File: src/rtl/sr_seq_if.sv
// Word-level handshake between a producer and the shift-register sequencer.
//   start    producer -> ctrl  request; taken on a posedge with start && ready
//   data_in  producer -> ctrl  word to serialize; sampled only on acceptance
//   abort    producer -> ctrl  drop the word in flight
//   ready    ctrl -> producer  a start would be accepted this cycle
//   busy     ctrl -> producer  word in flight
//   q_out    ctrl -> producer  last captured parallel word
//   done     ctrl -> producer  one-cycle pulse when q_out updates
interface sr_seq_if #(
  parameter int WIDTH = 4
);
  logic             start;
  logic [WIDTH-1:0] data_in;
  logic             abort;
  logic             ready;
  logic             busy;
  logic [WIDTH-1:0] q_out;
  logic             done;

  modport master (
    output start, data_in, abort,
    input  ready, busy, q_out, done
  );

  modport slave (
    input  start, data_in, abort,
    output ready, busy, q_out, done
  );
endinterface

File: src/rtl/sr_seq_ctrl.sv
// Sequencer for a serial-in/parallel-out shift register. Takes a word over the
// start/ready handshake, feeds it one bit per sr_en pulse (with GAP idle cycles
// between bits), then captures the register's parallel output into q_out and
// pulses done.
//   clk     clock, all state changes on posedge
//   rst_n   synchronous reset, active-low
//   bus     word handshake (sr_seq_if.slave): start/data_in/abort in,
//           ready/busy/q_out/done out
//   sr_in   serial data to the shift register
//   sr_en   shift enable; the register shifts on a posedge where sr_en=1
//   sr_q    parallel output of the shift register
module sr_seq_ctrl #(
  parameter int WIDTH     = 4,
  parameter int GAP       = 0,
  parameter bit MSB_FIRST = 1'b1
) (
  input  logic             clk,
  input  logic             rst_n,
  sr_seq_if.slave          bus,
  output logic             sr_in,
  output logic             sr_en,
  input  logic [WIDTH-1:0] sr_q
);

  typedef enum logic [1:0] {IDLE, SHIFT, HOLD, CAPTURE} state_t;

  localparam int BW = $clog2(WIDTH + 1);
  // A GAP of 0 would give a zero-width counter; keep one bit that never moves.
  localparam int GW = (GAP > 0) ? $clog2(GAP + 1) : 1;

  localparam logic [BW-1:0] LAST_BIT = BW'(WIDTH - 1);
  localparam logic [GW-1:0] GAP_LOAD = GW'((GAP > 0) ? GAP - 1 : 0);

  state_t           state_q, state_d;
  logic [WIDTH-1:0] shadow_q, shadow_d;
  logic [BW-1:0]    bit_q, bit_d;
  logic [GW-1:0]    gap_q, gap_d;
  logic             sr_in_q, sr_in_d;
  logic             sr_en_q, sr_en_d;
  logic [WIDTH-1:0] q_out_q, q_out_d;
  logic             done_q, done_d;
  logic             ready_q, ready_d;
  logic             busy_q, busy_d;
  logic [BW-1:0]    bit_next;

  // Bit n of the serial order; MSB_FIRST maps order 0 to the top bit.
  function automatic logic bit_of(input logic [WIDTH-1:0] w,
                                  input logic [BW-1:0]    n);
    logic [BW-1:0]    pos;
    logic [WIDTH-1:0] s;
    pos = MSB_FIRST ? (LAST_BIT - n) : n;
    s   = w >> pos;
    return s[0];
  endfunction

  assign bit_next = bit_q + BW'(1);

  always_comb begin
    // NOTE: every signal gets a default before the case so no path leaves it
    // unassigned; that is what keeps this block free of inferred latches.
    state_d  = state_q;
    shadow_d = shadow_q;
    bit_d    = bit_q;
    gap_d    = gap_q;
    sr_in_d  = sr_in_q;
    sr_en_d  = 1'b0;
    q_out_d  = q_out_q;
    done_d   = 1'b0;

    unique case (state_q)
      IDLE: begin
        if (bus.start) begin
          state_d  = SHIFT;
          shadow_d = bus.data_in;
          bit_d    = '0;
          gap_d    = '0;
          sr_in_d  = bit_of(bus.data_in, '0);
          sr_en_d  = 1'b1;
        end
      end

      SHIFT: begin
        if (bit_q == LAST_BIT) begin
          // Final bit shifts on this edge; sr_q is complete during CAPTURE.
          state_d = CAPTURE;
        end else if (GAP == 0) begin
          bit_d   = bit_next;
          sr_in_d = bit_of(shadow_q, bit_next);
          sr_en_d = 1'b1;
        end else begin
          // sr_in keeps the bit just shifted while the gap runs.
          state_d = HOLD;
          gap_d   = GAP_LOAD;
        end
      end

      HOLD: begin
        if (gap_q == '0) begin
          state_d = SHIFT;
          bit_d   = bit_next;
          sr_in_d = bit_of(shadow_q, bit_next);
          sr_en_d = 1'b1;
        end else begin
          gap_d = gap_q - GW'(1);
        end
      end

      CAPTURE: begin
        state_d = IDLE;
        q_out_d = sr_q;
        done_d  = 1'b1;
        sr_in_d = 1'b0;
        bit_d   = '0;
      end

      default: state_d = IDLE;
    endcase

    // Abort drops the word outright: nothing captured, q_out left alone.
    if (bus.abort && (state_q != IDLE)) begin
      state_d = IDLE;
      sr_en_d = 1'b0;
      sr_in_d = 1'b0;
      done_d  = 1'b0;
      q_out_d = q_out_q;
      bit_d   = '0;
      gap_d   = '0;
    end

    // Status outputs are registered copies of where the FSM is going.
    ready_d = (state_d == IDLE);
    busy_d  = (state_d != IDLE);
  end

  always_ff @(posedge clk) begin
    // NOTE: all state, including the shadow word, is cleared on reset so a
    // reset mid-word leaves nothing stale; the updates use <= so every
    // register samples the pre-edge values together.
    if (!rst_n) begin
      state_q  <= IDLE;
      shadow_q <= '0;
      bit_q    <= '0;
      gap_q    <= '0;
      sr_in_q  <= 1'b0;
      sr_en_q  <= 1'b0;
      q_out_q  <= '0;
      done_q   <= 1'b0;
      ready_q  <= 1'b1;
      busy_q   <= 1'b0;
    end else begin
      state_q  <= state_d;
      shadow_q <= shadow_d;
      bit_q    <= bit_d;
      gap_q    <= gap_d;
      sr_in_q  <= sr_in_d;
      sr_en_q  <= sr_en_d;
      q_out_q  <= q_out_d;
      done_q   <= done_d;
      ready_q  <= ready_d;
      busy_q   <= busy_d;
    end
  end

  assign sr_in     = sr_in_q;
  assign sr_en     = sr_en_q;
  assign bus.ready = ready_q;
  assign bus.busy  = busy_q;
  assign bus.q_out = q_out_q;
  assign bus.done  = done_q;

endmodule

File: src/flat_wrapper.sv
// flat-port wrapper written by rule: the top's interface ports become plain ports
module sr_seq_ctrl_flat 
#(
  parameter int WIDTH     = 4,
  parameter int GAP       = 0,
  parameter bit MSB_FIRST = 1'b1
)
  (clk, rst_n, sr_in, sr_en, sr_q, bus_start, bus_data_in, bus_abort, bus_ready, bus_busy, bus_q_out, bus_done);
  sr_seq_if #(.WIDTH(WIDTH)) bus_i ();
  input  logic clk;
  input  logic rst_n;
  output logic sr_in;
  output logic sr_en;
  input  logic [WIDTH-1:0] sr_q;
  input wire logic [$bits(bus_i.start)-1:0] bus_start;
  input wire logic [$bits(bus_i.data_in)-1:0] bus_data_in;
  input wire logic [$bits(bus_i.abort)-1:0] bus_abort;
  output wire logic [$bits(bus_i.ready)-1:0] bus_ready;
  output wire logic [$bits(bus_i.busy)-1:0] bus_busy;
  output wire logic [$bits(bus_i.q_out)-1:0] bus_q_out;
  output wire logic [$bits(bus_i.done)-1:0] bus_done;
  assign bus_i.start = bus_start;
  assign bus_i.data_in = bus_data_in;
  assign bus_i.abort = bus_abort;
  assign bus_ready = bus_i.ready;
  assign bus_busy = bus_i.busy;
  assign bus_q_out = bus_i.q_out;
  assign bus_done = bus_i.done;
  sr_seq_ctrl #(.WIDTH(WIDTH), .GAP(GAP), .MSB_FIRST(MSB_FIRST)) u_core (.clk(clk), .rst_n(rst_n), .bus(bus_i), .sr_in(sr_in), .sr_en(sr_en), .sr_q(sr_q));
endmodule
File: config.mk
export PLATFORM = sky130hd
export DESIGN_NAME = sr_seq_ctrl_flat
export DESIGN_NICKNAME = d
export VERILOG_FILES = /design/src/rtl/sr_seq_if.sv /design/src/rtl/sr_seq_ctrl.sv /design/src/flat_wrapper.sv
export SDC_FILE = /design/constraint.sdc
export NUM_CORES = 1
export LEC_CHECK = 0
export BUFFER_PORTS_ARGS = -buffer_cell sky130_fd_sc_hd__buf_2
export CORE_ASPECT_RATIO = 0.8
export CORE_MARGIN = 2
export CORE_UTILIZATION = 44
export DETAILED_ROUTE_END_ITERATION = 10
export PLACE_DENSITY = 0.8
export SETUP_SLACK_MARGIN = 0.2
export SYNTH_ARGS = -nofsm -noshare
export SYNTH_HDL_FRONTEND = slang
export SYNTH_SLANG_ARGS = --single-unit
File: constraint.sdc
create_clock -name clk -period 2.8 [get_ports clk]
set_input_delay 0.28 -clock clk [delete_from_list [all_inputs] [get_ports clk]]
set_output_delay 0.28 -clock clk [all_outputs]
set_load 0.03 [all_outputs]
# [Word-level counts from Yosys, hierarchy flattened]
# Cells that the tools add are included.
[op_classes] bitwise=2 eq_ne=7 reduce_logical=11 mux=21 addsub=3 n_shift=1
[op_table] cell="3-bit case mux with 4 select lines" n=1
[op_table] cell="1-bit two-way mux" n=9
[op_table] cell="3-bit two-way mux" n=3
[op_table] cell="2-bit two-way mux" n=4
[op_table] cell="2-bit case mux with 4 select lines" n=1
[op_table] cell="2-bit inequality test (second input constant)" n=3
[op_table] cell="2-bit AND reduction" n=3
[op_table] cell="2-bit nonzero test" n=3
[op_table] cell="2-bit equality test (second input constant)" n=2
[op_table] cell="2-bit zero test" n=2
[op_table] cell="1-bit case mux with 4 select lines" n=1
[op_table] cell="4-bit by 3-bit >> shifter with 1-bit output" n=1
[op_table] cell="3-bit by 1-bit adder with 3-bit output (second input constant)" n=1
[op_table] cell="3-bit by 2-bit equality test with 1-bit output (second input constant)" n=1
[op_table] cell="1-bit case mux with 3 select lines" n=1
[op_table] cell="3-bit AND reduction" n=1
[op_table] cell="2-bit by 3-bit subtractor with 3-bit output (first input constant)" n=1
[op_table] cell="2-bit by 1-bit equality test with 1-bit output (second input constant)" n=1
[op_table] cell="1-bit NOT" n=2
[op_table] cell="1-bit case mux with 2 select lines" n=1
[op_table] cell="2-bit OR reduction" n=1
[op_table] cell="1-bit logical AND" n=1
[op_table] cell="1-bit subtractor (second input constant)" n=1
[totals] elab_cells=55 out_inout_bits=9 reg_bits=19

# [Logic depth before layout (Yosys ltp)]
# Gate-level depths: netlist of run 1.
[depth] depth_word=5 depth_mapped=6 mapped_depth_nobuf=5

# [Worst setup path after synthesis of run 1]
# No wires, ideal clock.
[synth_path] path_kind="register to register" start="register u_core.state_q[0]" end="register u_core.q_out_q[0] (netlist: u_core.bus.q_out[0])" setup_time_ns=0.115 stages_incl_launch_ff=7 n_path_buf=1 required_time_ns=2.685 synth_period_minus_slack_ns=1.424 arrival_time_ns=1.310 path_slack_ns=1.376 path_cell_list="dfxtp_1 inv_1 ha_1 nand2b_1 buf_6 and3_1 o21a_1"
[synth_via] elab_chain_len=4 word_cells_on_any_way=5 cone_classes="eq/ne: 1; bitwise: 1; reduce/logical: 3"
[synth_rtl] element="from (decl)" line="sr_seq_ctrl.sv:34" source="state_t state_q, state_d;"
[synth_rtl] element="from (signal assigned)" line="sr_seq_ctrl.sv:151" source="state_q <= state_d;"
[synth_rtl] element="2-bit nonzero test" line="sr_seq_ctrl.sv:120" source="if (bus.abort && (state_q != IDLE)) begin"
[synth_rtl] element="1-bit logical AND" line="sr_seq_ctrl.sv:120"
[synth_rtl] element="1-bit NOT (no source line)"
[synth_rtl] element="2-bit AND reduction (no source line) (*)"
[synth_rtl] element="to (signal assigned)" line="sr_seq_ctrl.sv:157" source="q_out_q <= q_out_d;"
[synth_rtl] element="to (decl)" line="sr_seq_ctrl.sv:40" source="logic [WIDTH-1:0] q_out_q, q_out_d;"
# Every way passes the cells marked *; elsewhere a longest branch is shown, timed or not.
# A chain may end at the register's enable or synchronous reset.

# [Final worst setup path of run 1]
# Same ends and word-level chain as after synthesis.

==> summary.md, run 1 <==
STA
- count of endpoints failing hold in the final timing report: 0
- Hold Worst Slack: 0.239 ns
- final number of setup-violating endpoints: 0
- timing-limited maximum frequency: 599 MHz
- worst relative slew slack: 0.775
- worst slew pin tran: 0.338 ns
- post-layout minimum cycle time: 1.67 ns
- setup tns final: 0 ns
- final period utilization: 0.596
- setup repair after global routing missed its margin: false
- Post-Route Skew: 0.00345 ns
- number of max-slew violations in the final report: 0

Pwr
- NetSw: 155 uW
- static leakage: 0.444 nW
- power density of the placed cells: 538 nW/um^2
- share of total power in the clock network: 0.300
- internal cell power: 388 uW
- Logic pwr share: 0.185
- IR Drop Worst-Case VDD: 0.302 mV
- fraction of power consumed by sequential logic: 0.516
- switching power as a share of total power: 0.285

Route
- routed via count: 706
- vias per cell: 5.27
- detailed-router iteration count before antenna repair: 4
- Remaining DRCs: 0
- First DRT Iteration DRCs: 3
- Final ANT Viol Nets: 0
- overall routed net length: 1860 um
- post-detailed-route wirelength per cell: 13.9 um

Floorplan
- horizontal extent of the die: 53.7 um
- starting density of the core: 0.464
- ports placed on the boundary: 21
- overall die height: 43.8 um
- floorplan core area: 1870 um^2
- area enclosed by the die boundary: 2350 um^2
- std cell rows: 14

Critical path
- biggest fanout along the worst timing path: 10
- type of origin of the critical path: register
- Worst EP arrival: 1.87 ns
- startpoint of the worst setup timing path: u_core.state_q[0]
- Largest delay share family, worst path: simple AND/OR/NAND/NOR gates
- Buffers & Inverters on Critical Path: 1
- CP max-delay cell: sky130_fd_sc_hd__dfxtp_1
- required time reported for the critical path endpoint: 3.00 ns
- type of the setup path with the least slack: reg -> reg
- cells along the critical path: inv_1, ha_1, nand2b_1, and3_1, o21a_1
- worst reg2reg path startpoint: u_core.state_q[0]
- Crit. End Element: register
- Largest stage delay, worst path: 0.40 ns

Finish
- leading cell type in the layout, fill and taps excluded: sky130_fd_sc_hd__buf_2
- number of nets in the layout: 130
- total of fill cells in the finished design: 197
- post-layout instance count excluding filler cells: 134
- share of final-layout standard cells stronger than drive strength 1: 0.255
- commonest non-fill, non-tap cells in the layout: 20 x sky130_fd_sc_hd__buf_2, 18 x sky130_fd_sc_hd__dfxtp_1, 8 x sky130_fd_sc_hd__a21boi_0
- area added between synthesis and finish: 16.0%
- final core utilization: 0.538
- area of all placed cells without fillers: 1010 um^2
- count of antenna diodes in the layout: 0

Global route
- first-pass GRT wire length: 2950 um
- Overall Global Routing Usage: 0.179
- largest net degree at the start of global routing: 11
- number of global-route vias before repair: 663
- residual overflow from global routing: 0
- number of antenna violations at the first check in global routing: 0

Yosys
- synthesized flop and latch total: 18
- nets in the synthesized netlist: 108
- Gate Count Post-Synth: 89
- mapped cell area: 870 um^2
- synthesized area per cell: 9.77 um^2
- ys async rst share: 0
- leading register cell type out of synthesis: sky130_fd_sc_hd__dfxtp_1
- share of the yosys chip area belonging to registers: 0.414
- Yosys warning count: 0
- count of different cell masters after synthesis: 26
- number of enable flip-flop cells after synthesis: 0

Place
- cell area reported after detailed placement: 972 um^2
- detailed placer's ending HPWL: 1460 um
- post-placement cell count: 130
- Final Wtd Congestion: 0.734
- IO buf count: 20

CTS
- clock tree from TritonCTS: built
- Worst-path clk slew: 0.11 ns
- largest buffer count on any clock path: 2
- buffers inserted during post-CTS setup optimization: 0
- TritonCTS buffer count: 3
- clock insertion delay at the later pin of the skew report: 0.30 ns
- total number of H-tree levels: 1
- clk root buf: sky130_fd_sc_hd__clkbuf_4
- number of sinks on the clock net: 18
- number of gates given a new drive strength after cts: 0
- quantity of hold-fixing buffers added after cts: 0

Hold path
- launch instance of the worst min-delay path: bus_data_in[0]
- Hold WC Path Type: in -> reg

Outcome
- outcome: finished clean

Job
- total of max-cap violations: 0

## cell usage after synthesis, types with 2 or more instances
library cell	count	share of area
sky130_fd_sc_hd__buf_6	2	0.026
sky130_fd_sc_hd__nand2_1	7	0.030
sky130_fd_sc_hd__dfxtp_1	18	0.41
sky130_fd_sc_hd__o21a_1	4	0.035
sky130_fd_sc_hd__a211oi_1	2	0.017
sky130_fd_sc_hd__nand4b_1	3	0.030
sky130_fd_sc_hd__ha_1	7	0.10
sky130_fd_sc_hd__o21ai_0	4	0.023
sky130_fd_sc_hd__and3_1	5	0.036
sky130_fd_sc_hd__nand3_1	4	0.023
sky130_fd_sc_hd__nand2b_1	2	0.014
sky130_fd_sc_hd__a21boi_0	8	0.069
sky130_fd_sc_hd__nor2_1	2	0.0086
sky130_fd_sc_hd__inv_1	4	0.017
sky130_fd_sc_hd__a21oi_1	6	0.035
## stage by stage
step	power, mW	setup slack [ns]
floorplan	0.360	1.38
global placement	0.382	1.24
detailed placement	0.386	1.14
CTS	0.549	1.12
global route	0.575	0.981
finish	0.543	1.13
## flip-flops by register name, indices dropped and copies added, names as in the netlist
signal / cells
u_core.sr_in: 1
u_core.bus.q_out: 4
u_core.bus.ready: 1
u_core.shadow_q: 4
u_core.bus.done: 1
u_core.bus.busy: 1
u_core.state_q: 2
u_core.bit_q: 3
u_core.sr_en: 1
## layer usage
metal  share of wire  wire [um]  vias up  track usage
met5               0          0        -            0
met4           0.011         20        0       0.0462
met3           0.040         75        4       0.0724
met2            0.53        975       15        0.300
met1            0.42        786      325        0.212
li1                -          -      362            -
## layout make-up
class	instances	area, um^2	share of cell area
clock buffer	4	36.3	0.0360
inverter	4	15.0	0.0149
multi-input combinational	64	467	0.463
sequential	18	360	0.357
tap	24	30.0	0.0298
timing repair buffer	20	100	0.0993
## cell families (layout without fill, tap and decap cells)
kind of cell | after synthesis | count (layout) | synth area share
adder cells (fa/ha/maj) | 7 | 7 | 0.101
buffers and inverters | 7 | 28 | 0.0489
flip-flops | 18 | 18 | 0.414
AO/OA/AOI/OAI | 28 | 28 | 0.222
AND/OR/NAND/NOR | 28 | 28 | 0.189
multiplexers | 1 | 1 | 0.0259
## power by group through the flow
stage | combinational (mW) | sequential [mW] | clock (mW)
after CTS | 0.101 | 0.280 | 0.168
after detailed placement | 0.100 | 0.286 | 0
after global routing | 0.109 | 0.283 | 0.184
after floorplan | 0.0612 | 0.299 | 0
after global placement | 0.0978 | 0.284 | 0
final | 0.100 | 0.280 | 0.163
## worst paths after layout
path | end | slack, ns | cells past startpoint
worst max-delay path | u_core.bus.q_out[0] | 1.13 | 5
worst min register to register | u_core.bit_q[1] | 0.49 | 2
worst min-delay path | u_core.shadow_q[0] | 0.24 | 3
worst max register to register | u_core.bus.q_out[0] | 1.13 | 5
## worst register-to-register path: cells and delay by family (launching register included)
family | cells | cell delay, ns
flops | 1 | 0.40
buf+inv | 1 | 0.10
simple gates | 2 | 0.59
compound gates | 1 | 0.19
fa+ha+maj | 1 | 0.30
(Power assumes the default switching activity.)
==> run 2, diff against run 1 <==
--- a/config.mk
+++ b/config.mk
@@ -10,7 +10,7 @@
 export CORE_MARGIN = 2
 export CORE_UTILIZATION = 44
 export DETAILED_ROUTE_END_ITERATION = 10
-export PLACE_DENSITY = 0.8
+export PLACE_DENSITY = 0.82
 export SETUP_SLACK_MARGIN = 0.2
 export SYNTH_ARGS = -nofsm -noshare
 export SYNTH_HDL_FRONTEND = slang
==> constraint.sdc (replaced) <==
create_clock -name clk -period 1.43 [get_ports clk]
set_input_delay 0.143 -clock clk [delete_from_list [all_inputs] [get_ports clk]]
set_output_delay 0.143 -clock clk [all_outputs]
set_load 0.03 [all_outputs]
==> summary.md, run 2 (synthesized netlist as in run 1, its figures left out) <==
Floorplan
- area enclosed by the die boundary: 2350 um^2, unchanged
- starting density of the core: 0.464, unchanged
- std cell rows: 14, unchanged
- horizontal extent of the die: 53.7 um, unchanged
- overall die height: 43.8 um, unchanged
- ports placed on the boundary: 21, unchanged
- floorplan core area: 1870 um^2, unchanged

Finish
- leading cell type in the layout, fill and taps excluded: sky130_fd_sc_hd__buf_2, unchanged
- area added between synthesis and finish: 34.5%, was 16.0%
- commonest non-fill, non-tap cells in the layout: 20 x sky130_fd_sc_hd__buf_2, 15 x sky130_fd_sc_hd__dfxtp_1, 7 x sky130_fd_sc_hd__nand2_1, was 20 x sky130_fd_sc_hd__buf_2, 18 x sky130_fd_sc_hd__dfxtp_1, 8 x sky130_fd_sc_hd__a21boi_0
- count of antenna diodes in the layout: 0, unchanged
- area of all placed cells without fillers: 1170 um^2, was 1010 um^2
- number of nets in the layout: 137, was 130
- share of final-layout standard cells stronger than drive strength 1: 0.470, was 0.255

Global route
- largest net degree at the start of global routing: 11, unchanged
- number of antenna violations at the first check in global routing: 0, unchanged
- residual overflow from global routing: 0, unchanged
- first-pass GRT wire length: 3390 um, was 2950 um
- number of global-route vias before repair: 758, was 663
- Overall Global Routing Usage: 0.205, was 0.179

Critical path
- Worst EP arrival: 1.45 ns, was 1.87 ns
- startpoint of the worst setup timing path: u_core.bit_q[0], was u_core.state_q[0]
- biggest fanout along the worst timing path: 4, was 10
- required time reported for the critical path endpoint: 1.62 ns, was 3.00 ns
- worst reg-to-reg path cell count: 5, unchanged
- reg-to-reg slack, setup: 0.17 ns, was 1.13 ns
- type of the setup path with the least slack: reg -> reg, unchanged
- worst reg2reg path startpoint: u_core.bit_q[0], was u_core.state_q[0]
- type of origin of the critical path: register, unchanged
- Crit. End Element: register, unchanged
- RR Endpoint: u_core.bit_q[1], was u_core.bus.q_out[0]

Hold path
- Hold WC Path Type: in -> reg, unchanged
- number of cells traversed by the worst hold path: 3, unchanged
- hold path endpoint: u_core.shadow_q[1], was u_core.shadow_q[0]
- launch instance of the worst min-delay path: bus_data_in[1], was bus_data_in[0]

Pwr
- fraction of power consumed by sequential logic: 0.481, was 0.516
- Logic pwr share: 0.240, was 0.185
- IR Drop Worst-Case VDD: 0.927 mV, was 0.302 mV
- switching power as a share of total power: 0.288, was 0.285
- static leakage: 0.491 nW, was 0.444 nW
- NetSw: 328 uW, was 155 uW
- share of total power in the clock network: 0.279, was 0.300
- power density of the placed cells: 975 nW/um^2, was 538 nW/um^2
- internal cell power: 812 uW, was 388 uW

CTS
- number of sinks on the clock net: 18, unchanged
- Worst-path clk slew: 0.10 ns, was 0.11 ns
- quantity of hold-fixing buffers added after cts: 0, unchanged
- TritonCTS buffer count: 3, unchanged
- clock tree from TritonCTS: built, unchanged
- clk root buf: sky130_fd_sc_hd__clkbuf_4, unchanged
- total number of H-tree levels: 1, unchanged
- largest buffer count on any clock path: 2, unchanged
- clock insertion delay at the later pin of the skew report: 0.30 ns, about the same

Place
- Final Wtd Congestion: 0.907, was 0.734
- detailed placer's ending HPWL: 1230 um, was 1460 um
- cell area reported after detailed placement: 1030 um^2, was 972 um^2
- IO buf count: 20, unchanged

Route
- vias per cell: 5.38, was 5.27
- Remaining DRCs: 0, unchanged
- Final ANT Viol Nets: 0, unchanged
- overall routed net length: 2090 um, was 1860 um
- post-detailed-route wirelength per cell: 14.8 um, was 13.9 um
- detailed-router iteration count before antenna repair: 4, unchanged
- First DRT Iteration DRCs: 27, was 3
- routed via count: 759, was 706

STA
- count of endpoints failing hold in the final timing report: 0, unchanged
- setup tns final: 0 ns, unchanged
- timing-limited maximum frequency: 794 MHz, was 599 MHz
- Post-Route Skew: 0.00372 ns, was 0.00345 ns
- final number of setup-violating endpoints: 0, unchanged
- worst slew pin tran: 0.362 ns, was 0.338 ns
- final period utilization: 0.880, was 0.596
- Hold Worst Slack: 0.0957 ns, was 0.239 ns
- setup repair after global routing missed its margin: true, was false
- worst relative slew slack: 0.759, was 0.775
- post-layout minimum cycle time: 1.26 ns, was 1.67 ns
- number of max-slew violations in the final report: 0, unchanged

Job
- total of max-cap violations: 0, unchanged

Outcome
- outcome: finished clean, unchanged

## run 2: cell count changes in the layout (fill, tap and decap cells not counted), sizes merged
cell and change:
buf +6, nand2b +1
## run 2: worst max path at each step
stage	to	slack, ns	cells past startpoint
2_1_floorplan	u_core.bus.busy	0.17	5
5_1_grt	u_core.sr_in	0.11	5
3_3_place_gp	u_core.bus.busy	0.11	5
4_1_cts	u_core.sr_in	0.16	5
3_5_place_dp	u_core.bus.busy	0.09	5
6_report	u_core.bit_q[1]	0.17	5
## run 2: worst max-delay path, cell delays in order (launching register included)
cell and delay [ns]:
sky130_fd_sc_hd__dfxtp_2 0.35, sky130_fd_sc_hd__ha_2 0.20, sky130_fd_sc_hd__ha_4 0.17, sky130_fd_sc_hd__and2_4 0.16, sky130_fd_sc_hd__o21ai_0 0.19, sky130_fd_sc_hd__a21oi_1 0.08
## run 2: stage by stage
| step | instances | total power [mW] | setup slack (ns) | util |
|---|---|---|---|---|
| after floorplan | 89 | 0.726 | 0.173 | - |
| after global placement | 130 | 0.774 | 0.115 | 0.548 |
| after detailed placement | 130 | 0.776 | 0.0941 | 0.548 |
| after CTS | 141 | 1.12 | 0.164 | 0.613 |
| after global routing | 141 | 1.20 | 0.110 | 0.624 |
| final | 141 | 1.14 | 0.171 | 0.624 |
## run 2: cell type report
class                      count  area [um^2]
clock buffer                   4         36.3
fill                         150          704
inverter                       4         20.0
multi-input combinational     65          569
sequential                    18          369
tap                           24         30.0
timing repair buffer          26          145
## run 2: power by group through the flow
stage               clock network, mW  logic [mW]  registers [mW]
global placement                    0       0.214           0.559
floorplan                           0       0.139           0.587
CTS                             0.325       0.253           0.546
global route                    0.359       0.292           0.553
finish                          0.318       0.273           0.549
detailed placement                  0       0.216           0.559
## run 2: metal layers
metal,global-route usage,part of all wire
met3,0.0759,0.054
met5,0,0
met4,0.0564,0.011
met1,0.256,0.42
met2,0.332,0.51
## run 2: timing repair
action	in CTS	in global routing
buffers inserted	6	0
gates cloned	1	0
pin swaps	6	1
endpoints found under the setup margin	13	15
gates resized for setup	8	8
==> run 3, diff against run 2 <==
--- a/config.mk
+++ b/config.mk
@@ -6,8 +6,6 @@
 export NUM_CORES = 1
 export LEC_CHECK = 0
 export BUFFER_PORTS_ARGS = -buffer_cell sky130_fd_sc_hd__buf_2
-export CORE_ASPECT_RATIO = 0.8
-export CORE_MARGIN = 2
 export CORE_UTILIZATION = 44
 export DETAILED_ROUTE_END_ITERATION = 10
 export PLACE_DENSITY = 0.82
==> summary.md, run 3 (synthesized netlist as in run 1, its figures left out) <==
Outcome
- outcome: finished clean, unchanged

Floorplan
- starting density of the core: 0.488, was 0.464
- area enclosed by the die boundary: 2160 um^2, was 2350 um^2
- std cell rows: 15, was 14
- horizontal extent of the die: 46.5 um, was 53.7 um
- ports placed on the boundary: 21, unchanged
- overall die height: 46.5 um, was 43.8 um
- floorplan core area: 1780 um^2, was 1870 um^2

Finish
- leading cell type in the layout, fill and taps excluded: sky130_fd_sc_hd__buf_2, unchanged
- total of fill cells in the finished design: 140, was 150
- commonest non-fill, non-tap cells in the layout: 20 x sky130_fd_sc_hd__buf_2, 15 x sky130_fd_sc_hd__dfxtp_1, 7 x sky130_fd_sc_hd__a21boi_0, 7 x sky130_fd_sc_hd__buf_4, was 20 x sky130_fd_sc_hd__buf_2, 15 x sky130_fd_sc_hd__dfxtp_1, 7 x sky130_fd_sc_hd__nand2_1
- number of nets in the layout: 138, was 137
- count of antenna diodes in the layout: 0, unchanged
- area added between synthesis and finish: 37.7%, was 34.5%
- share of final-layout standard cells stronger than drive strength 1: 0.483, was 0.470

Pwr
- power density of the placed cells: 967 nW/um^2, was 975 nW/um^2
- fraction of power consumed by sequential logic: 0.475, was 0.481
- Power Total: 1.16 mW, was 1.14 mW
- switching power as a share of total power: 0.293, was 0.288
- share of total power in the clock network: 0.278, was 0.279
- NetSw: 340 uW, was 328 uW
- static leakage: 0.500 nW, was 0.491 nW
- internal cell power: 818 uW, was 812 uW
- Logic pwr share: 0.246, was 0.240
- IR Drop Worst-Case VDD: 0.814 mV, was 0.927 mV

Route
- detailed-router iteration count before antenna repair: 4, unchanged
- Remaining DRCs: 0, unchanged
- routed via count: 816, was 759
- First DRT Iteration DRCs: 14, was 27
- post-detailed-route wirelength per cell: 15.6 um, was 14.8 um
- vias per cell: 5.71, was 5.38
- overall routed net length: 2240 um, was 2090 um
- Final ANT Viol Nets: 0, unchanged

Place
- Final Wtd Congestion: 0.831, was 0.907
- IO buf count: 20, unchanged
- detailed placer's ending HPWL: 1430 um, was 1230 um

CTS
- clock insertion delay at the later pin of the skew report: 0.31 ns, was 0.30 ns
- clk root buf: sky130_fd_sc_hd__clkbuf_4, unchanged
- clock tree from TritonCTS: built, unchanged
- largest buffer count on any clock path: 2, unchanged
- number of sinks on the clock net: 18, unchanged
- TritonCTS buffer count: 3, unchanged
- Worst-path clk slew: 0.11 ns, was 0.10 ns
- total number of H-tree levels: 1, unchanged
- quantity of hold-fixing buffers added after cts: 0, unchanged

Critical path
- worst reg-to-reg path cell count: 5, unchanged
- Buffers & Inverters on Critical Path: 1, was 0
- required time reported for the critical path endpoint: 1.63 ns, was 1.62 ns
- Crit. End Element: register, unchanged
- Worst EP arrival: 1.45 ns, about the same
- RR Endpoint: u_core.sr_in, was u_core.bit_q[1]
- reg-to-reg slack, setup: 0.18 ns, was 0.17 ns
- Largest delay share family, worst path: flip-flops, was adder cells
- CP max-delay cell: sky130_fd_sc_hd__dfxtp_4, was sky130_fd_sc_hd__dfxtp_2
- type of origin of the critical path: register, unchanged
- worst reg2reg path startpoint: u_core.state_q[0], was u_core.bit_q[0]
- Largest stage delay, worst path: 0.39 ns, was 0.35 ns
- type of the setup path with the least slack: reg -> reg, unchanged
- critical path's most frequent cell: sky130_fd_sc_hd__a211oi_2
- cells along the critical path: inv_4, ha_4, and2b_2, a211oi_2, a211oi_2, was ha_2, ha_4, and2_4, o21ai_0, a21oi_1
- biggest fanout along the worst timing path: 5, was 4

STA
- setup repair after global routing missed its margin: true, unchanged
- setup tns final: 0 ns, unchanged
- count of endpoints failing hold in the final timing report: 0, unchanged
- timing-limited maximum frequency: 799 MHz, was 794 MHz
- Hold Worst Slack: 0.0954 ns, was 0.0957 ns
- worst slew pin tran: 0.317 ns, was 0.362 ns
- final number of setup-violating endpoints: 0, unchanged
- Post-Route Skew: 0.00715 ns, was 0.00372 ns
- number of max-slew violations in the final report: 0, unchanged
- worst relative slew slack: 0.789, was 0.759
- post-layout minimum cycle time: 1.25 ns, was 1.26 ns
- final period utilization: 0.875, was 0.880

Hold path
- number of cells traversed by the worst hold path: 3, unchanged
- launch instance of the worst min-delay path: bus_data_in[1], unchanged
- Hold WC Path Type: in -> reg, unchanged
- hold path endpoint: u_core.shadow_q[1], unchanged

Global route
- residual overflow from global routing: 0, unchanged
- largest net degree at the start of global routing: 11, unchanged
- Overall Global Routing Usage: 0.237, was 0.205
- first-pass GRT wire length: 3500 um, was 3390 um
- number of antenna violations at the first check in global routing: 0, unchanged
- number of global-route vias before repair: 744, was 758

Job
- total of max-cap violations: 0, unchanged

run 3: power groups by stage:
stage	combinational, mW	sequential [mW]	clock, mW
6_report	0.285	0.551	0.322
5_1_grt	0.308	0.554	0.348
4_1_cts	0.272	0.552	0.331
3_5_place_dp	0.223	0.561	0
3_3_place_gp	0.213	0.558	0
2_1_floorplan	0.139	0.587	0
run 3: metal layers:
layer | part of all wire | GRT usage
met1 | 0.41 | 0.292
met2 | 0.53 | 0.375
met3 | 0.041 | 0.0588
met4 | 0.023 | 0.129
met5 | 0 | 0
run 3: cell type report:
| class | instances | area [um^2] | share of cell area |
|---|---|---|---|
| clock buffers | 4 | 36.3 | 0.0303 |
| inverters | 4 | 22.5 | 0.0188 |
| multi-input cells | 65 | 583 | 0.487 |
| flip-flops and latches | 18 | 372 | 0.310 |
| well taps | 25 | 31.3 | 0.0261 |
| repair buffers | 27 | 153 | 0.127 |
run 3: how the worst max path moves through the flow:
stage | cells after the start | slack [ns] | endpoint | startpoint
floorplan | 5 | 0.17 | u_core.bus.busy | u_core.state_q[1]
global placement | 5 | 0.12 | u_core.bus.busy | u_core.state_q[1]
detailed placement | 5 | 0.09 | u_core.bus.busy | u_core.state_q[1]
CTS | 5 | 0.20 | u_core.sr_in | u_core.state_q[0]
global route | 5 | 0.14 | u_core.sr_in | u_core.state_q[0]
finish | 5 | 0.18 | u_core.sr_in | u_core.state_q[0]
run 3: worst reg2reg max path, cell delays in order, from the launching register on:
cell                       delay (ns)
sky130_fd_sc_hd__dfxtp_4         0.39
sky130_fd_sc_hd__inv_4           0.05
sky130_fd_sc_hd__ha_4            0.17
sky130_fd_sc_hd__and2b_2         0.22
sky130_fd_sc_hd__a211oi_2        0.22
sky130_fd_sc_hd__a211oi_2        0.09
run 3: repair_timing:
item | 4_1_cts | 5_1_grt
endpoints found under the hold margin | 0 | 0
resized for setup | 10 | 10
endpoints found under the setup margin | 13 | 15
buffers inserted | 7 | 0
cloned | 1 | 0
pin swaps | 4 | 5
run 3: per-stage QoR:
stage / cell area [um^2] / setup WS, ns / cells / util
2_1_floorplan: 925 / 0.173 / 89 / -
3_3_place_gp: 1030 / 0.117 / 131 / 0.577
3_5_place_dp: 1030 / 0.0907 / 131 / 0.577
4_1_cts: 1170 / 0.195 / 143 / 0.658
5_1_grt: 1200 / 0.135 / 143 / 0.672
6_report: 1200 / 0.179 / 143 / 0.672
